`config.mk`:
```
export PLATFORM = sky130hd
export DESIGN_NAME = addition_stage5_round_flat
export DESIGN_NICKNAME = d
export VERILOG_FILES = /design/src/rtl/fp_pkg.sv /design/src/rtl/addition_stage5_round_if.sv /design/src/rtl/round_nearest_even.sv /design/src/rtl/addition_stage5_round.sv /design/src/flat_wrapper.sv
export SDC_FILE = /design/constraint.sdc
export NUM_CORES = 1
export LEC_CHECK = 0
export CORE_ASPECT_RATIO = 1.25
export CORE_MARGIN = 2
export CORE_UTILIZATION = 48
export CTS_BUF_LIST = sky130_fd_sc_hd__clkbuf_16
export CTS_CLUSTER_SIZE = 25
export DETAILED_ROUTE_END_ITERATION = 10
export GPL_ROUTABILITY_DRIVEN = 0
export PLACE_DENSITY = 0.87
export SLEW_MARGIN = 40
export SYNTH_ARGS = -nofsm -noshare
export SYNTH_HDL_FRONTEND = slang
export SYNTH_HIERARCHICAL = 1
export SYNTH_SLANG_ARGS = --single-unit
```
`constraint.sdc`:
```
create_clock -name clk_in -period 2.4 [get_ports clk_in]
set_input_delay 0.36 -clock clk_in [delete_from_list [all_inputs] [get_ports clk_in]]
set_output_delay 0.36 -clock clk_in [all_outputs]
set_load 0.03 [all_outputs]
```
`src/rtl/fp_pkg.sv`:
```
// Shared single-precision adder constants: all-ones exponent, GRS bit
// indices and packed-result field positions used across the adder stages.
package fp_pkg;

  localparam int MENT_WIDTH   = 23;
  localparam int EXPO_WIDTH   = 8;
  localparam int CNT_WIDTH    = 16;
  localparam int RESULT_WIDTH = MENT_WIDTH + EXPO_WIDTH + 1;

  localparam logic [EXPO_WIDTH-1:0] EXPO_MAX = '1;

  localparam int GRS_G = 2;
  localparam int GRS_R = 1;
  localparam int GRS_S = 0;

  // Packed word layout {sign, exponent, fraction}; stage 4 and writeback rely on it.
  localparam int FRAC_LSB = 0;
  localparam int FRAC_MSB = MENT_WIDTH - 1;
  localparam int EXPO_LSB = MENT_WIDTH;
  localparam int EXPO_MSB = MENT_WIDTH + EXPO_WIDTH - 1;
  localparam int SIGN_POS = RESULT_WIDTH - 1;

endpackage

```
`src/rtl/addition_stage5_round_if.sv`:
```
// Stage-5 rounding bus: upstream operand handshake plus downstream result handshake.
interface addition_stage5_round_if
  import fp_pkg::*;
#(
  parameter int MENT_WIDTH = fp_pkg::MENT_WIDTH,
  parameter int EXPO_WIDTH = fp_pkg::EXPO_WIDTH,
  parameter int CNT_WIDTH  = fp_pkg::CNT_WIDTH
);

  logic [MENT_WIDTH-1:0]            normalized_mentissa_in;
  logic [EXPO_WIDTH-1:0]            normalized_exponent_in;
  logic [2:0]                       grs_in;
  logic                             sign_in;
  logic                             valid_in;
  logic                             ready_out;
  logic [MENT_WIDTH+EXPO_WIDTH:0]   result_out;
  logic                             overflow_out;
  logic                             inexact_out;
  logic                             valid_out;
  logic                             ready_in;
  logic [CNT_WIDTH-1:0]             inexact_count_out;

  modport master (
    output normalized_mentissa_in, normalized_exponent_in, grs_in, sign_in,
           valid_in, ready_in,
    input  ready_out, result_out, overflow_out, inexact_out, valid_out,
           inexact_count_out
  );

  modport slave (
    input  normalized_mentissa_in, normalized_exponent_in, grs_in, sign_in,
           valid_in, ready_in,
    output ready_out, result_out, overflow_out, inexact_out, valid_out,
           inexact_count_out
  );

endinterface

```
`src/rtl/round_nearest_even.sv`:
```
// Round-to-nearest-even increment of a fraction given its guard/round/sticky bits.
module round_nearest_even
  import fp_pkg::*;
#(
  parameter int MENT_WIDTH = fp_pkg::MENT_WIDTH
) (
  input  logic [MENT_WIDTH-1:0] frac,
  input  logic [2:0]            grs,
  output logic [MENT_WIDTH:0]   sum,
  output logic                  inexact
);

  logic inc;

  // Ties (G=1, R=S=0) round up only when that makes the LSB even.
  assign inc     = grs[GRS_G] & (grs[GRS_R] | grs[GRS_S] | frac[0]);
  assign sum     = {1'b0, frac} + {{MENT_WIDTH{1'b0}}, inc};
  assign inexact = |grs;

endmodule

```
`src/rtl/addition_stage5_round.sv`:
```
// Adder stage 5: two-register rounding pipeline with valid/ready on both sides,
// carry renormalization, overflow-to-infinity and a saturating inexact counter.
module addition_stage5_round
  import fp_pkg::*;
#(
  parameter int MENT_WIDTH = fp_pkg::MENT_WIDTH,
  parameter int EXPO_WIDTH = fp_pkg::EXPO_WIDTH,
  parameter int CNT_WIDTH  = fp_pkg::CNT_WIDTH
) (
  input logic                    clk_in,
  input logic                    rst_in,
  addition_stage5_round_if.slave bus
);

  localparam logic [EXPO_WIDTH-1:0] EXPO_ALL_ONES = '1;
  localparam logic [EXPO_WIDTH-1:0] EXPO_ONE      = EXPO_WIDTH'(1);
  localparam logic [CNT_WIDTH-1:0]  CNT_ONE       = CNT_WIDTH'(1);

  logic adv_a;
  logic adv_b;

  logic                  valid_a_reg;
  logic                  sign_a_reg;
  logic [EXPO_WIDTH-1:0] expo_a_reg;
  logic [MENT_WIDTH:0]   sum_a_reg;
  logic                  inexact_a_reg;
  logic                  special_a_reg;

  logic                           valid_b_reg;
  logic [MENT_WIDTH+EXPO_WIDTH:0] result_reg;
  logic                           overflow_reg;
  logic                           inexact_b_reg;
  logic [CNT_WIDTH-1:0]           count_reg;

  logic [MENT_WIDTH:0]            rne_sum;
  logic                           rne_inexact;
  logic                           special_in;

  logic [EXPO_WIDTH-1:0]          expo_next;
  logic [MENT_WIDTH-1:0]          frac_next;
  logic                           overflow_next;
  logic                           inexact_next;

  round_nearest_even #(.MENT_WIDTH(MENT_WIDTH)) u_rne (
    .frac    (bus.normalized_mentissa_in),
    .grs     (bus.grs_in),
    .sum     (rne_sum),
    .inexact (rne_inexact)
  );

  assign special_in = (bus.normalized_exponent_in == EXPO_ALL_ONES);

  assign adv_b         = !valid_b_reg | bus.ready_in;
  assign adv_a         = !valid_a_reg | adv_b;
  assign bus.ready_out = adv_a;

  // Specials keep their unrounded fraction so NaN payloads pass through intact.
  always_ff @(posedge clk_in or posedge rst_in) begin
    if (rst_in) begin
      valid_a_reg   <= 1'b0;
      sign_a_reg    <= 1'b0;
      expo_a_reg    <= '0;
      sum_a_reg     <= '0;
      inexact_a_reg <= 1'b0;
      special_a_reg <= 1'b0;
    end else if (adv_a) begin
      valid_a_reg   <= bus.valid_in;
      sign_a_reg    <= bus.sign_in;
      expo_a_reg    <= bus.normalized_exponent_in;
      sum_a_reg     <= special_in ? {1'b0, bus.normalized_mentissa_in} : rne_sum;
      inexact_a_reg <= rne_inexact & !special_in;
      special_a_reg <= special_in;
    end
  end

  always_comb begin
    expo_next     = expo_a_reg;
    frac_next     = sum_a_reg[MENT_WIDTH-1:0];
    overflow_next = 1'b0;
    inexact_next  = inexact_a_reg;
    if (special_a_reg) begin
      inexact_next = 1'b0;
    end else begin
      if (sum_a_reg[MENT_WIDTH]) begin
        expo_next = expo_a_reg + EXPO_ONE;
        frac_next = '0;
      end
      if (expo_next == EXPO_ALL_ONES) begin
        frac_next     = '0;
        overflow_next = 1'b1;
      end
    end
  end

  always_ff @(posedge clk_in or posedge rst_in) begin
    if (rst_in) begin
      valid_b_reg   <= 1'b0;
      result_reg    <= '0;
      overflow_reg  <= 1'b0;
      inexact_b_reg <= 1'b0;
    end else if (adv_b) begin
      valid_b_reg   <= valid_a_reg;
      result_reg    <= {sign_a_reg, expo_next, frac_next};
      overflow_reg  <= overflow_next;
      inexact_b_reg <= inexact_next;
    end
  end

  always_ff @(posedge clk_in or posedge rst_in) begin
    if (rst_in) begin
      count_reg <= '0;
    end else if (valid_b_reg && bus.ready_in && inexact_b_reg && (count_reg != '1)) begin
      count_reg <= count_reg + CNT_ONE;
    end
  end

  assign bus.valid_out         = valid_b_reg;
  assign bus.result_out        = result_reg;
  assign bus.overflow_out      = overflow_reg;
  assign bus.inexact_out       = inexact_b_reg;
  assign bus.inexact_count_out = count_reg;

endmodule

```
`src/flat_wrapper.sv`:
```
// flat-port wrapper written by rule: the top's interface ports become plain ports
module addition_stage5_round_flat import fp_pkg::*;
#(
  parameter int MENT_WIDTH = fp_pkg::MENT_WIDTH,
  parameter int EXPO_WIDTH = fp_pkg::EXPO_WIDTH,
  parameter int CNT_WIDTH  = fp_pkg::CNT_WIDTH
)
  (clk_in, rst_in, bus_normalized_mentissa_in, bus_normalized_exponent_in, bus_grs_in, bus_sign_in, bus_valid_in, bus_ready_in, bus_ready_out, bus_result_out, bus_overflow_out, bus_inexact_out, bus_valid_out, bus_inexact_count_out);
  addition_stage5_round_if #(.MENT_WIDTH(MENT_WIDTH), .EXPO_WIDTH(EXPO_WIDTH), .CNT_WIDTH(CNT_WIDTH)) bus_i ();
  input logic clk_in;
  input logic rst_in;
  input wire logic [$bits(bus_i.normalized_mentissa_in)-1:0] bus_normalized_mentissa_in;
  input wire logic [$bits(bus_i.normalized_exponent_in)-1:0] bus_normalized_exponent_in;
  input wire logic [$bits(bus_i.grs_in)-1:0] bus_grs_in;
  input wire logic [$bits(bus_i.sign_in)-1:0] bus_sign_in;
  input wire logic [$bits(bus_i.valid_in)-1:0] bus_valid_in;
  input wire logic [$bits(bus_i.ready_in)-1:0] bus_ready_in;
  output wire logic [$bits(bus_i.ready_out)-1:0] bus_ready_out;
  output wire logic [$bits(bus_i.result_out)-1:0] bus_result_out;
  output wire logic [$bits(bus_i.overflow_out)-1:0] bus_overflow_out;
  output wire logic [$bits(bus_i.inexact_out)-1:0] bus_inexact_out;
  output wire logic [$bits(bus_i.valid_out)-1:0] bus_valid_out;
  output wire logic [$bits(bus_i.inexact_count_out)-1:0] bus_inexact_count_out;
  assign bus_i.normalized_mentissa_in = bus_normalized_mentissa_in;
  assign bus_i.normalized_exponent_in = bus_normalized_exponent_in;
  assign bus_i.grs_in = bus_grs_in;
  assign bus_i.sign_in = bus_sign_in;
  assign bus_i.valid_in = bus_valid_in;
  assign bus_i.ready_in = bus_ready_in;
  assign bus_ready_out = bus_i.ready_out;
  assign bus_result_out = bus_i.result_out;
  assign bus_overflow_out = bus_i.overflow_out;
  assign bus_inexact_out = bus_i.inexact_out;
  assign bus_valid_out = bus_i.valid_out;
  assign bus_inexact_count_out = bus_i.inexact_count_out;
  addition_stage5_round #(.MENT_WIDTH(MENT_WIDTH), .EXPO_WIDTH(EXPO_WIDTH), .CNT_WIDTH(CNT_WIDTH)) u_core (.clk_in(clk_in), .rst_in(rst_in), .bus(bus_i));
endmodule
```
==> results.ini, run 1 <==
[timing]
worst_slack_ns = 0.152
rsz0062_at_grt = false
finClkSkew_ns = 0.00466
final.setup.tns_ns = 0
fin_crit_sh_pct = 93.7
min_period_ns = 2.25
hold_viol_final = 0
setup_viol = 0
maxSlewViolCount = 0
slew_headroom_pct = 54.8
timing.fmax_mhz = 445
worstMarginPinSlew_ns = 0.677
hold_ws_ns = 0.475

[cts]
cts_tree = done
cts.clk_slew.worst_paths_ns = 0.06
cts_made_buffers = 9
clock_latency_ns = 0.34
cts_hold_buf = 0
root_buffer = clkbuf_16
ctsResizeCount = 0
clock_sinks = 87
cts-htree-levels = 3
clock_path_buffers = 2
cts_setup_buffers = 0

[critical_path]
crit_fanout = 13
cpMaxStageDelayCell = dfrtp_1
worstPathArrival_ns = 2.46
reg2regPathDepth = 6
cp_slowest_stage_delay_ns = 0.50
critPathBufInv = 1
r2r-start = u_core/expo_a_reg[1]
path_delay_family = compound AO/OA/AOI/OAI gates
crit_path_end_kind = flip-flop
path_cells = ha_1, a21bo_2, o22a_1, buf_4, a211oi_1, a21oi_1
crit_cells = 6
start_kind = flip-flop
startpoint = u_core/expo_a_reg[1]
cp.required_ns = 2.61
crit_type = flip-flop to flip-flop

[final_layout]
nFillCells = 869
multi_input_area_sq_um = 2720
layout.cells.most_common = clkdlybuf4s50_1
regArea_sq_um = 2180
finalCoreUtilization_pct = 61.8
layout-drive-gt1-share_pct = 10.8
final_cell_mix = 90 x clkdlybuf4s50_1, 86 x dfrtp_1, 73 x a21oi_1
syn2layout_area_growth_pct = 27.1
largest_register_ffs = 32
fin_nets = 668
n_antenna_cell = 0

[power]
power_density_nw_per_um2 = 708
vdd_drop_max_mv = 0.311
pwr-share-seq_pct = 41.0
p_sw_share_pct = 32.4
clkPwrFrac_pct = 31.3
total_power_mw = 4.58
internal-power_mw = 3.10
power.leakage_nw = 2.51
p_comb_share_pct = 27.7
p_sw_mw = 1.49

[yosys]
synthDistinctLibCells = 54
synth.area.top_cells = dfrtp_1 43%, a21oi_1 7.2%, mux2i_1 5.1%
synth_fp_nets = 585
synthCells = 543
synth_top_area_share_pct = 42.8
synth_area_leader_cell = dfrtp_1
synth_warnings = 6
synth_edf_count = 0
async_flop_share_pct = 100
syn-cell-area_sq_um = 5090
synth_seq_cells = 87
ys_seq_area_share_pct = 42.8
synth_area_per_cell_sq_um = 9.37
synthFlopType = dfrtp_1

[grt]
grt_overflow = 0
grt_usage_pct = 23.0
antenna_found_initial = 0
grt_pass1_wl_microns = 21000
grt_max_degree = 88
first_global_vias = 4546

[min_path]
whs_path_depth = 2
hold_start = u_core/bus.result_out[25]
hold_path.class = flip-flop to flip-flop

[flow_run]
maxCapViolCount = 0

[detailed_routing]
first_iter_violations = 339
via_per_inst = 5.97
drc = 0
wl_per_cell_microns = 16.5
firstDrtPassIters = 5
final_antenna_net_count = 0
vias = 4551
routed_wl_microns = 12500

[floorplan]
die_x_microns = 96.1
initial_core_util_pct = 48.6
io_pins = 91
rows = 42
dieArea_sq_um = 11400
die_height_microns = 119
core-area_sq_um = 10500

[placement]
place_ws_ns = 0.0660
place_hpwl_microns = 8770
numPortBuffers = 90

[outcome]
status = complete, no violations

layout make-up:
| class | count | area share (%) |
|---|---|---|
| Clock buffer | 9 | 3.48 |
| Clock inverter | 6 | 1.20 |
| Inverter | 9 | 0.580 |
| Multi-Input combinational cell | 410 | 42.0 |
| Sequential cell | 87 | 33.7 |
| Tap cell | 132 | 2.55 |
| Timing Repair Buffer | 109 | 16.5 |
through the flow:
step,instances,cell area [sq um]
floorplan,543,5090
global placement,747,6150
detailed placement,747,6160
CTS,762,6460
global route,762,6470
finish,762,6470
final timing paths:
check                                                  endpoint  slack [ns]
worst max register to register        u_core/bus.result_out[20]        0.15
max in group asynchronous                  u_core/special_a_reg        1.50
worst min register to register        u_core/bus.result_out[25]        0.47
worst max-delay path                  u_core/bus.result_out[20]        0.15
worst min-delay path                  u_core/bus.result_out[25]        0.47
min in group asynchronous       u_core/bus.inexact_count_out[0]        0.49
synth_stat cells, drive strengths merged (2+ instances only):
| cell type | count |
|---|---|
| inv | 9 |
| nand3 | 15 |
| dfrtp | 87 |
| a21bo | 2 |
| nor2 | 38 |
| nand3b | 23 |
| or2 | 2 |
| ha | 3 |
| xnor2 | 21 |
| and4 | 4 |
| a2111oi | 2 |
| nor4 | 6 |
| and3 | 4 |
| nand4 | 16 |
| nor2b | 2 |
| o21ai | 33 |
| o22ai | 3 |
| a211oi | 27 |
| or3 | 2 |
| and2 | 2 |
| buf | 25 |
| nand2 | 53 |
| xor2 | 19 |
| and4b | 2 |
| clkbuf | 12 |
| nor3 | 8 |
| mux2i | 26 |
| nand4b | 3 |
| mux2 | 11 |
| a21oi | 73 |
power groups by stage:
| stage | clock network (mW) | logic, mW | registers (mW) |
|---|---|---|---|
| global route | 1.53 | 1.37 | 1.90 |
| floorplan | 0 | 0.486 | 2.13 |
| detailed placement | 0 | 1.27 | 1.90 |
| finish | 1.43 | 1.27 | 1.88 |
| global placement | 0 | 1.23 | 1.88 |
| CTS | 1.47 | 1.27 | 1.88 |
cells by family after synthesis:
kind of cell	count (synthesis)	synth area share [%]
AOI/OAI and AO/OA	148	17.3
and+or+nand+nor	182	20.6
xor gates and xnor gates	40	6.89
muxes	37	7.55
adders and majority gates	3	0.738
buffers and inverters	46	4.21
DFF	87	42.8
layer usage:
metal | GRT usage (%) | vias to the layer above | share of wire (%)
li1 | - | 2124 | -
met3 | 3.61 | 23 | 6.0
met1 | 28.4 | 2211 | 40
met2 | 38.7 | 193 | 52
met5 | 0 | - | 0
met4 | 10.5 | 0 | 2.0
tightest hold or removal path: stages (launching register included):
cell and delay [ns]:
dfrtp_1 0.34, nand2_1 0.04, o21ai_0 0.06
Note: power is estimated with default switching activity, not from simulation.
==> run 2, diff against run 1 <==
CELL_PAD_IN_SITES_DETAIL_PLACEMENT = 1   (was not set)
CELL_PAD_IN_SITES_GLOBAL_PLACEMENT = 2   (was not set)
CORE_UTILIZATION = 29   (was 48)
PLACE_DENSITY = 0.86   (was 0.87)
==> results.ini, run 2 (synthesis gave the netlist of run 1 again) <==
[power]
power.leakage_nw = 2.53  ; +0.65%
vdd_drop_max_mv = 0.361  ; +16%
power_density_nw_per_um2 = 688  ; -2.9%
total_power_mw = 4.54  ; -0.86%

[final_layout]
final_cell_mix = 90 x clkdlybuf4s50_1, 86 x dfrtp_1, 73 x a21oi_1
layout.cells.most_common = clkdlybuf4s50_1
n_antenna_cell = 0  ; unchanged
design_area_sq_um = 6600  ; +2.1%
nFillCells = 2022  ; +130%
finalCoreUtilization_pct = 38.2  ; -24 points
fin_nets = 673  ; +0.75%
layout-drive-gt1-share_pct = 11.3  ; +0.53 points
largest_register_ffs = 32  ; unchanged
syn2layout_area_growth_pct = 29.8

[grt]
grt_usage_pct = 17.0  ; -6.0 points
grt_max_degree = 63  ; -28%
first_global_vias = 4897  ; +7.7%
grt_overflow = 0  ; unchanged
grt_pass1_wl_microns = 25400  ; +21%
antenna_found_initial = 0  ; unchanged

[timing]
setup_viol = 0  ; unchanged
finClkSkew_ns = 0.00458  ; -0.0000719 ns
worstMarginPinSlew_ns = 0.655  ; -0.0217 ns
rsz0062_at_grt = false
final.setup.tns_ns = 0  ; unchanged
timing.fmax_mhz = 436  ; -1.9%
hold_viol_final = 0  ; unchanged
min_period_ns = 2.29  ; +0.0438 ns
slew_headroom_pct = 56.3  ; +1.6 points
fin_crit_sh_pct = 95.5  ; +1.8 points
maxSlewViolCount = 0  ; unchanged

[placement]
place_hpwl_microns = 10700  ; +22%
placedInstanceArea_sq_um = 6320  ; +2.6%
numPortBuffers = 90  ; unchanged

[critical_path]
reg2regPathDepth = 6  ; unchanged
crit_cells = 4  ; -2
path_delay_family = buffers and inverters
start_kind = input port
cp_slowest_stage_delay_ns = 0.62  ; +0.12 ns
worstPathArrival_ns = 1.93  ; -0.53 ns
cp.required_ns = 2.04  ; -0.57 ns
r2r-start = u_core/expo_a_reg[1]
cpMaxStageDelayCell = clkdlybuf4s50_1
crit_end = bus_ready_out
crit_path_end_kind = output pin
path_cells = clkdlybuf4s50_1, nor2b_2, nand2_2, clkdlybuf4s50_1
crit_top_cell = clkdlybuf4s50_1
regToRegSetupSlack_ns = 0.35  ; +0.20 ns
r2r-end = u_core/bus.result_out[12]
crit_fanout = 5  ; -8
startpoint = bus_ready_in
crit_type = input port to output pin
critPathBufInv = 2  ; +1

[flow_run]
maxCapViolCount = 0  ; unchanged

[cts]
cts_setup_buffers = 0  ; unchanged
cts_made_buffers = 9  ; unchanged
cts-htree-levels = 3  ; unchanged
root_buffer = clkbuf_16
cts.clk_slew.worst_paths_ns = 0.06  ; about the same
cts_tree = done
cts_hold_buf = 0  ; unchanged
clock_latency_ns = 0.34  ; about the same
ctsResizeCount = 0  ; unchanged
clock_path_buffers = 2  ; unchanged
clock_sinks = 87  ; unchanged

[detailed_routing]
final_antenna_net_count = 0  ; unchanged
drc = 0  ; unchanged
first_iter_violations = 240  ; -29%
vias = 4467  ; -1.8%
firstDrtPassIters = 4  ; -1
wl_per_cell_microns = 17.4  ; +6.0%
routed_wl_microns = 15000  ; +20%
via_per_inst = 5.19  ; -13%

[floorplan]
dieArea_sq_um = 18600  ; +63%
die_x_microns = 122  ; +27%
io_pins = 91  ; unchanged
initial_core_util_pct = 29.4  ; -19 points
die_height_microns = 152  ; +28%
core-area_sq_um = 17300  ; +65%
rows = 54  ; +29%

[min_path]
hold_path.class = input port to asynchronous set/reset pin

[outcome]
status = complete, no violations

## run 2: layout make-up
type	count	area [sq um]	share of cell area, %
multi-input cells	410	2710	41.0
flip-flops and latches	87	2180	33.0
repair buffers	114	1120	16.9
well taps	224	280	4.24
clock buffers	9	225	3.41
clock inverters	7	55.1	0.834
inverters	9	37.5	0.569
## run 2: how the worst min path moves through the flow
stage	endpoint	slack, ns	cells after the start
2_1_floorplan	u_core/bus.valid_out	0.46	1
3_3_place_gp	u_core/bus.result_out[25]	0.47	2
3_5_place_dp	u_core/bus.result_out[24]	0.48	2
4_1_cts	u_core/bus.inexact_count_out[7]	0.38	2
5_1_grt	u_core/bus.inexact_count_out[10]	0.40	2
6_report	u_core/bus.inexact_count_out[7]	0.37	2
## run 2: power by group
group | internal (mW) | leakage (nW) | switching [mW]
clock | 0.789 | 0.143 | 0.577
sequential | 1.67 | 1.03 | 0.206
combinational | 0.540 | 1.36 | 0.760
## run 2: worst reg2reg max path: stages, from the launching register on
cell and delay, ns:
dfrtp_1 0.35, ha_1 0.22, a21bo_2 0.25, o22a_1 0.40, buf_4 0.29, a211oi_1 0.28, a21oi_1 0.13
## run 2: layer usage
| metal | vias to the layer above | share of wire (%) | GRT usage, % |
|---|---|---|---|
| met2 | 86 | 52 | 29.9 |
| li1 | 2132 | - | - |
| met5 | - | 0 | 0 |
| met1 | 2239 | 43 | 21.1 |
| met3 | 10 | 4.0 | 2.74 |
| met4 | 0 | 1.2 | 4.71 |
## run 2: through the flow
stage,instances,setup WS [ns],hold slack [ns]
after CTS,860,0.107,0.379
after global placement,844,0.0866,0.470
after global routing,860,0.0412,0.403
after detailed placement,844,0.00371,0.477
final,860,0.108,0.372
after floorplan,543,0.460,0.461
